$ cat src/rtl/ip_ram_arbiter.sv
// ip_ram_arbiter
//
// Shares one external RAM read port among three cartridge IP requesters
// (e.g. KanjiROM, MegaROM mapper, sound-ROM reader). Each requester gets its
// own private copy of the read interface. Rising edges of reqN_rd are captured
// as pending requests. Requests are granted round-robin (0 -> 1 -> 2 -> 0).
// The arbiter runs the RAM handshake and returns the data to the owner only.
//
// Ports:
//   clk            system clock
//   reset          asynchronous, active-high reset
//   reqN_rd        read request from requester N (rising edge sampled)
//   reqN_address   22-bit byte address, valid in the cycle reqN_rd rises
//   reqN_busy      requester N has a pending or in-flight read
//   reqN_rdata     read data for requester N, held until its next completion
//   reqN_rdata_en  one-cycle strobe marking reqN_rdata valid
//   ram_rd         read request to the RAM controller
//   ram_busy       RAM controller cannot accept; accept = ram_rd & ~ram_busy
//   ram_address    RAM address
//   ram_rdata      RAM read data
//   ram_rdata_en   one-cycle strobe marking ram_rdata valid
//
// Optional feature (macro IP_RAM_ARBITER_TIMEOUT_EN):
//   When defined, a WAIT-state watchdog completes a transaction with data
//   8'hFF after TIMEOUT_CYCLES cycles with no ram_rdata_en. When undefined,
//   WAIT is held until ram_rdata_en arrives.

module ip_ram_arbiter #(
  parameter int NUM_REQ        = 3,
  parameter int TIMEOUT_CYCLES = 255
) (
  input  logic        clk,
  input  logic        reset,

  input  logic        req0_rd,
  input  logic [21:0] req0_address,
  output logic        req0_busy,
  output logic [7:0]  req0_rdata,
  output logic        req0_rdata_en,

  input  logic        req1_rd,
  input  logic [21:0] req1_address,
  output logic        req1_busy,
  output logic [7:0]  req1_rdata,
  output logic        req1_rdata_en,

  input  logic        req2_rd,
  input  logic [21:0] req2_address,
  output logic        req2_busy,
  output logic [7:0]  req2_rdata,
  output logic        req2_rdata_en,

  output logic        ram_rd,
  input  logic        ram_busy,
  output logic [21:0] ram_address,
  input  logic [7:0]  ram_rdata,
  input  logic        ram_rdata_en
);

  typedef enum logic [1:0] {
    IDLE,
    ISSUE,
    WAIT
  } state_t;

  state_t              state, state_next;

  logic [NUM_REQ-1:0]  rd_in;
  logic [NUM_REQ-1:0]  ff_rd_d;
  logic [NUM_REQ-1:0]  rise;
  logic [NUM_REQ-1:0]  pending;
  logic [21:0]         addr_in [NUM_REQ];
  logic [21:0]         addr_q  [NUM_REQ];
  logic [7:0]          rdata_q [NUM_REQ];
  logic [NUM_REQ-1:0]  rdata_en_q;

  // last_grant doubles as the owner of the transaction in flight
  logic [1:0]          last_grant, last_grant_next;
  logic                ram_rd_next;
  logic [21:0]         ram_address_next;

  logic                grant_valid;
  logic [1:0]          grant_idx;
  logic                complete;
  logic [7:0]          complete_data;

`ifdef IP_RAM_ARBITER_TIMEOUT_EN
  localparam logic [7:0] TIMEOUT_LAST = 8'(TIMEOUT_CYCLES - 1);
  logic [7:0]          wait_cnt, wait_cnt_next;
`else
  logic                unused_timeout_cfg;
  assign unused_timeout_cfg = (TIMEOUT_CYCLES != 0);
`endif

  assign rd_in      = {req2_rd, req1_rd, req0_rd};
  assign addr_in[0] = req0_address;
  assign addr_in[1] = req1_address;
  assign addr_in[2] = req2_address;
  assign rise       = rd_in & ~ff_rd_d;

  assign req0_busy     = pending[0];
  assign req1_busy     = pending[1];
  assign req2_busy     = pending[2];
  assign req0_rdata    = rdata_q[0];
  assign req1_rdata    = rdata_q[1];
  assign req2_rdata    = rdata_q[2];
  assign req0_rdata_en = rdata_en_q[0];
  assign req1_rdata_en = rdata_en_q[1];
  assign req2_rdata_en = rdata_en_q[2];

  function automatic logic [1:0] rr_next(input logic [1:0] idx);
    return (idx == 2'd2) ? 2'd0 : idx + 2'd1;
  endfunction

  // Round-robin pick: scan starting just after the last granted requester
  always_comb begin
    logic [1:0] cand;
    grant_valid = 1'b0;
    grant_idx   = 2'd0;
    cand        = last_grant;
    for (int i = 0; i < NUM_REQ; i++) begin
      cand = rr_next(cand);
      if (!grant_valid && pending[cand]) begin
        grant_valid = 1'b1;
        grant_idx   = cand;
      end
    end
  end

  // Next-state and next-output logic for the RAM handshake
  always_comb begin
    state_next       = state;
    ram_rd_next      = ram_rd;
    ram_address_next = ram_address;
    last_grant_next  = last_grant;
    complete         = 1'b0;
    complete_data    = ram_rdata;
`ifdef IP_RAM_ARBITER_TIMEOUT_EN
    wait_cnt_next    = wait_cnt;
`endif
    case (state)
      IDLE: begin
        if (grant_valid) begin
          ram_rd_next      = 1'b1;
          ram_address_next = addr_q[grant_idx];
          last_grant_next  = grant_idx;
          state_next       = ISSUE;
        end
      end
      ISSUE: begin
        if (!ram_busy) begin
          ram_rd_next = 1'b0;
          state_next  = WAIT;
`ifdef IP_RAM_ARBITER_TIMEOUT_EN
          wait_cnt_next = 8'd0;
`endif
        end
      end
      WAIT: begin
        // Real data beats the watchdog when both land in the same cycle
        if (ram_rdata_en) begin
          complete   = 1'b1;
          state_next = IDLE;
        end
`ifdef IP_RAM_ARBITER_TIMEOUT_EN
        else if (wait_cnt == TIMEOUT_LAST) begin
          complete      = 1'b1;
          complete_data = 8'hFF;
          state_next    = IDLE;
        end else begin
          wait_cnt_next = wait_cnt + 8'd1;
        end
`endif
      end
      default: begin
        state_next = IDLE;
      end
    endcase
  end

  // FSM state and RAM-side output registers
  always_ff @(posedge clk or posedge reset) begin
    if (reset) begin
      state       <= IDLE;
      last_grant  <= 2'd2;
      ram_rd      <= 1'b0;
      ram_address <= 22'd0;
`ifdef IP_RAM_ARBITER_TIMEOUT_EN
      wait_cnt    <= 8'd0;
`endif
    end else begin
      state       <= state_next;
      last_grant  <= last_grant_next;
      ram_rd      <= ram_rd_next;
      ram_address <= ram_address_next;
`ifdef IP_RAM_ARBITER_TIMEOUT_EN
      wait_cnt    <= wait_cnt_next;
`endif
    end
  end

  // Request capture: an edge is only taken when nothing is pending, so a
  // re-request before completion is dropped and the latched address kept
  always_ff @(posedge clk or posedge reset) begin
    if (reset) begin
      ff_rd_d <= '0;
      pending <= '0;
      for (int i = 0; i < NUM_REQ; i++) begin
        addr_q[i] <= 22'd0;
      end
    end else begin
      ff_rd_d <= rd_in;
      for (int i = 0; i < NUM_REQ; i++) begin
        if (complete && (last_grant == 2'(i))) begin
          pending[i] <= 1'b0;
        end else if (rise[i] && !pending[i]) begin
          pending[i] <= 1'b1;
          addr_q[i]  <= addr_in[i];
        end
      end
    end
  end

  // Requester-side data return, routed to the owner only
  always_ff @(posedge clk or posedge reset) begin
    if (reset) begin
      rdata_en_q <= '0;
      for (int i = 0; i < NUM_REQ; i++) begin
        rdata_q[i] <= 8'd0;
      end
    end else begin
      rdata_en_q <= '0;
      for (int i = 0; i < NUM_REQ; i++) begin
        if (complete && (last_grant == 2'(i))) begin
          rdata_en_q[i] <= 1'b1;
          rdata_q[i]    <= complete_data;
        end
      end
    end
  end

endmodule

$ cat config.mk
export PLATFORM = sky130hd
export DESIGN_NAME = ip_ram_arbiter
export DESIGN_NICKNAME = d
export VERILOG_FILES = /design/src/rtl/ip_ram_arbiter.sv
export SDC_FILE = /design/constraint.sdc
export NUM_CORES = 1
export LEC_CHECK = 0
export ABC_AREA = 1
export BUFFER_PORTS_ARGS = -buffer_cell sky130_fd_sc_hd__buf_4
export CORE_MARGIN = 1
export CORE_UTILIZATION = 41
export CTS_CLUSTER_SIZE = 20
export DETAILED_ROUTE_END_ITERATION = 7
export PLACE_DENSITY = 0.66
export SYNTH_ARGS = -nofsm -noshare
export SYNTH_HDL_FRONTEND = slang
export SYNTH_SLANG_ARGS = --single-unit
export TNS_END_PERCENT = 20
$ cat constraint.sdc
create_clock -name clk -period 3.94 [get_ports clk]
set_input_delay 0.788 -clock clk [delete_from_list [all_inputs] [get_ports clk]]
set_output_delay 0.788 -clock clk [all_outputs]
set_load 0.01 [all_outputs]
Yosys cells after proc, flatten, opt, wreduce, memory -nomap -nowiden
Index checks and enable logic that the tools add are counted.
{"block": "op_classes", "n_addsub": 3, "n_lt_le_gt_ge": 4, "eq_ne": 9, "n_mux": 36, "n_bitwise": 6, "n_reduce_logical": 25}
{"operator": "$bmux 22 s2", "count": 1}
{"operator": "$mux 22", "count": 2}
{"operator": "$mux 1", "count": 19}
{"operator": "$mux 2", "count": 9}
{"operator": "$lt 2x3->1 const B", "count": 3}
{"operator": "$eq 2x2->1 const B", "count": 4}
{"operator": "$logic_and 1x1->1", "count": 8}
{"operator": "$reduce_and 2->1", "count": 4}
{"operator": "$reduce_bool 2->1", "count": 4}
{"operator": "$add 2x1->2 const B", "count": 3}
{"operator": "$bmux 1 s2", "count": 3}
{"operator": "$ne 2x2->1 const B", "count": 3}
{"operator": "$pmux 2 s3", "count": 1}
{"operator": "$reduce_and 3->1", "count": 2}
{"operator": "$logic_not 1->1", "count": 5}
{"operator": "$eq 2x1->1 const B", "count": 2}
{"operator": "$logic_not 2->1", "count": 2}
{"operator": "$and 3x3->3", "count": 1}
{"operator": "$ge 3x3->1 const B", "count": 1}
{"operator": "$not 1->1", "count": 3}
{"operator": "$not 2->3", "count": 1}
{"operator": "$not 3->3", "count": 1}
{"operator": "$pmux 1 s2", "count": 1}
{"block": "word_totals", "reg_bits": 126, "inputBits": 81}

Logic depth before layout (Yosys ltp)
{"block": "logic_depth", "depth_word": 15, "mapped_depth": 13, "ltp_nobuf": 11}

Worst setup path after synthesis
Ideal clock, no wire load.
{"block": "synth_timing", "path_type": "input to register", "startpoint": "input ram_rdata_en", "endpoint": "register addr_q[10] in the netlist's numbering", "setup_ns": 0.130, "t_arrival_ns": 1.575, "required_time_ns": 3.810, "slack_ns": 2.235, "path_stages": 6, "path_buffers": 1, "cell_sequence": "nand2_1 nor3_2 inv_2 nand4_2 clkbuf_1 o21ai_0"}
{"block": "synth_via", "elab_chain_len": 5}
{"item": "from (decl)", "line_no": "57", "source": "input logic ram_rdata_en"}
{"item": "$mux 1", "line_no": "161", "source": "if (ram_rdata_en) begin"}
{"item": "$mux 1", "line_no": "141", "source": "case (state)"}
{"item": "$logic_and 1x1->1", "line_no": "214", "source": "if (complete && (last_grant == 2'(i))) begin"}
{"item": "$not 1->1 (no line)"}
{"item": "$reduce_and 2->1 (no line)"}
{"item": "to (signal, indexed assignment)", "line_no": "218", "source": "addr_q[i] <= addr_in[i];"}
{"item": "to (decl)", "line_no": "73", "source": "logic [21:0] addr_q [NUM_REQ];"}
Every way passes these cells.
A chain may end at the register's enable or synchronous reset.

Final worst setup path
{"block": "layout_timing", "startpoint": "register last_grant[1]", "endpoint": "register addr_q[22] in the netlist's numbering"}
{"block": "layout_via", "elab_chain_len": 4}
{"item": "from (decl)", "line_no": "78", "source": "logic [1:0] last_grant, last_grant_next;"}
{"item": "from (signal assigned)", "line_no": "193", "source": "last_grant <= last_grant_next;"}
{"item": "$eq 2x1->1", "line_no": "214"}
{"item": "$logic_and 1x1->1", "line_no": "214"}
{"item": "$not 1->1 (no line)"}
{"item": "$reduce_and 2->1 (no line)"}
Every way passes these cells.

==> impl.org <==
** Status
- Status :: complete, no violations

** Clock network
- Clock tree from TritonCTS :: done
- Clock H-tree levels :: 4
- For this design, the sink count on the clock tree is 126.
- The number of clock buffers added by TritonCTS is 17.
- Clock-pin slew was measured on the worst setup and hold paths at about 0.050 ns.
- Post-CTS timing repair inserted 0 buffers for setup.
- After clock tree synthesis, the repair step resized 0 gates.
- Clock insertion delay at the later pin of the skew report :: 0.41 ns
- Clock tree synthesis selected as its root buffer the cell clkbuf_16.
- Hold bufs inserted after CTS :: 0
- Buffers from clock root to sink, at most :: 2

** Layout
- Final core occ :: 0.546
- In the final design database the tool counted approximately 800 nets.
- Leaving out fill and tap cells, the most frequent cell in the layout is buf_4.
- Layout area overhead :: 28.5%
- Most used cells in the layout excluding fill and tap cells :: buf_4, dfrtp_1, inv_1
- In the final layout, the share of cells above drive strength 1 is 0.338.
- Filler cell count :: between 1,000 and 1,500
- The number of antenna diodes in the final layout is 0.

** Yosys
- Of the post-synthesis cell area, the dominant cell type holds 0.549.
- The compound-gate portion of the synthesized area is 0.138.
- Largest family of logic cells by synthesized area :: simple AND/OR/NAND/NOR gates
- Share of synthesized cell area in and, or, nand and nor gates :: 0.209
- Seq/Total Area, Yosys :: 0.553
- Leading area contributor after synthesis :: dfrtp_1
- After synthesis, the share of cell area in mux cells is 0.00198.
- Synthesis produced between 600 and 700 cells.
- When the netlist entered floorplanning its net count stood at ~700.
- Of the total synthesized cell area, the portion taken by XOR and XNOR cells is 0.
- Adder-cell share of the synthesized area :: 0
- Flip-flop and latch count after synthesis :: 126
- Netlist area before placement :: roughly 0.0057 sq mm
- The number of different library cells used by synthesis comes to 34.
- Yosys attributes the largest share of cell area to dfrtp_1, a21oi_1, inv_1.
- Warnings, synthesis :: 0
- After synthesis, the mean cell area works out to 9.27 sq um.

** STA
- For the pin with the worst max-slew slack, the measured transition is roughly 1 ns.
- In the finished design, the share of the clock period the worst path needs comes to 0.627.
- Setup violation total in the final timing report :: 0
- Setup repair after global routing left no endpoint under its margin.
- The smallest clock period supported by the final layout is computed as between 2 and 2.5 ns.
- The number of pins exceeding their max-slew limit in the final report was 0.
- Across all hold checks on the routed design, the worst slack comes to 0.486 ns.
- Final-layout setup total negative slack :: 0 ns
- Crit path setup slack, layout :: approximately 1.5 ns
- The final number of hold-violating endpoints came to 0.
- Derived from the worst setup path, the maximum achievable clock frequency is approximately 400 MHz.
- Across the routed clock network, the largest skew measured is between 0.006 and 0.007 ns.
- In this run the tightest slew margin relative to its limit is 0.333.

** Pwr
- Summed over all cells, the static leakage comes to 3.80 nW.
- Total power per unit cell area :: ~910 mW/mm^2
- Largest voltage drop on the vdd net :: 0.000484 V

** Detailed routing
- In this run the remaining antenna-violating nets after routing total 0.
- Summed over all layers, the routed wires come to approximately 14,000 microns.
- In this run, the number of DRC markers left after iteration 0 of detailed routing was 303.
- Total number of vias :: approximately 4,400
- Dividing the detail-routed via count by the number of cells gives around 4.8.
- In the routed design, unresolved DRC markers number 0.
- The first detailed-routing pass took 5 iterations.
- Per-cell routed wire length :: roughly 15 microns

** Global routing
- Largest net degree at the start of global routing :: ~80
- The via count of the first global-routing pass is ~4,400.
- Overall overflow remaining after global route :: 0
- For this run, the total global-route usage over all layers was measured as 0.202.
- First-pass GRT wire length :: around 22,000 microns
- The initial antenna violation count was 0.

** Floorplan
- Initial cell density of the core :: 0.425
- I/O pins :: 134
- The die covers between 0.01 and 0.015 sq mm.
- The floorplan step set the die height to 120 microns.
- The floorplan step defined a core boundary enclosing about 0.013 sq mm.
- After floorplanning, the core was divided into 42 placement rows.
- From left edge to right edge, the die measures about 120 microns.

** Flow run
- Max-cap violations in this run came to 0.

** Setup path
- Critical-path maximum fanout :: between 40 and 50
- The worst setup path is launched from a register.
- Critical register-to-register path startpoint :: last_grant[1]
- Reg-to-reg slack, setup :: about 1.5 ns
- For the worst setup path, the data required time is roughly 4.2 ns.
- Critical-path cell list :: inv_4, nand2_1, nor2_1, inv_2, nand4_2, nor2_1, a21oi_1
- Slowest CP cell :: nand4_2
- Capture point of the worst reg-to-reg path :: addr_q[22]
- The worst setup path is captured at a register.
- The critical path is of the register to register type.
- Arrival time at the worst endpoint :: between 2 and 3 ns
- For the worst flop-to-flop path, the logic depth is 7.
- Delay of the slowest cell on the worst path :: around 0.79 ns
- By instance count, the cell type seen most on the critical path is nor2_1.

** Worst hold path
- Startpoint of the lowest-slack hold path :: addr_q[14]
- The worst hold path was traced through 2 stages.
- Worst hold path type :: register to register
- Destination of the worst hold path :: addr_q[14]

** Placed design
- Routability-driven placement finished with a final weighted congestion of between 0.8 and 0.9.
- Detailed placement finished with a half-perimeter wire length of 9660 microns.
- Post-Place Setup Slack :: roughly 1.2 ns
- The count of buffers added on input and output ports is roughly 130.
[worst max path at each step]
stage,startpoint,endpoint,cells past startpoint
2_1_floorplan,reset,addr_q[0],1
3_3_place_gp,ram_rdata_en,addr_q[4],6
3_5_place_dp,ram_rdata_en,addr_q[10],6
4_1_cts,last_grant[1],addr_q[22],7
5_1_grt,last_grant[1],addr_q[22],7
6_report,last_grant[1],addr_q[22],7
[cell usage after synthesis]
cell type    n
o31ai_1      1
mux2_2       1
a21boi_0     1
a21oi_1     67
nand3_4      2
clkbuf_1     4
nand2_1     67
buf_6        8
nand3_1     29
inv_1       81
a21oi_2     19
o21ai_0     50
inv_4        2
nand2_2     24
nor2_4       2
nand4_1      1
o21a_1       1
clkbuf_2     1
buf_4        4
nand4_4      1
o21ai_1      1
nor3_2       1
buf_2       12
nor2_2       2
nor2_1      71
nand3_2     20
clkinv_1     1
o211ai_1     1
nand2_4      3
dfrtp_1    125
clkbuf_4     1
dfstp_2      1
inv_2        7
nand4_2      3
[layer usage]
metal | share of wire | routed length [microns] | vias to the layer above | global-route usage
met2 | 0.46 | 6230 | 122 | 0.300
met3 | 0.058 | 783 | 6 | 0.0580
met4 | 0.0075 | 101 | 0 | 0.0586
met1 | 0.47 | 6420 | 2106 | 0.285
met5 | 0 | 0 | - | 0
li1 | - | - | 2204 | -
[final cells by class]
cell class	count	area [sq um]	share of cell area
clock buffers	19	433	0.0591
clock inverters	13	148	0.0202
inverters	91	350	0.0478
multi-input cells	368	1990	0.272
flip-flops and latches	126	3150	0.431
well taps	176	220	0.0301
repair buffers	135	1030	0.140
[sequential cells by signal, summed over array words and instances, names as in the netlist]
signal,flops
addr_q,66
ff_rd_d,3
last_grant,2
pending,3
ram_address,22
ram_rd,1
rdata_en_q,3
req0_rdata,8
req1_rdata,8
req2_rdata,8
state,2
[cell families (layout without fill, tap and decap cells)]
family                 after synthesis  in the layout
muxes                                1              1
and+or+nand+nor                    226            226
AOI/OAI and AO/OA                  141            141
buffers and inverters              121            258
DFF                                126            126
[worst max-delay path, delay by kind of cell (launching register included)]
kind	cells	cell delay (ns)
compound gates	1	0.06
buf+inv	2	0.29
simple gates	4	1.31
flops	1	0.66
[power by group]
| group | internal [mW] | total, mW | switching (mW) |
|---|---|---|---|
| registers | 1.91 | 2.23 | 0.316 |
| logic | 1.09 | 2.88 | 1.79 |
| clock network | 0.984 | 1.53 | 0.547 |
| total | 3.99 | 6.64 | 2.65 |
[metrics by stage]
step / power, mW / cell area (sq um) / cells
2_1_floorplan: 4.34 / 5700 / 615
6_report: 6.64 / 7320 / 928
3_5_place_dp: 5.13 / 6740 / 896
5_1_grt: 7.11 / 7320 / 928
4_1_cts: 6.68 / 7320 / 928
3_3_place_gp: 5.00 / 6740 / 896
(Power assumes the default switching activity.)
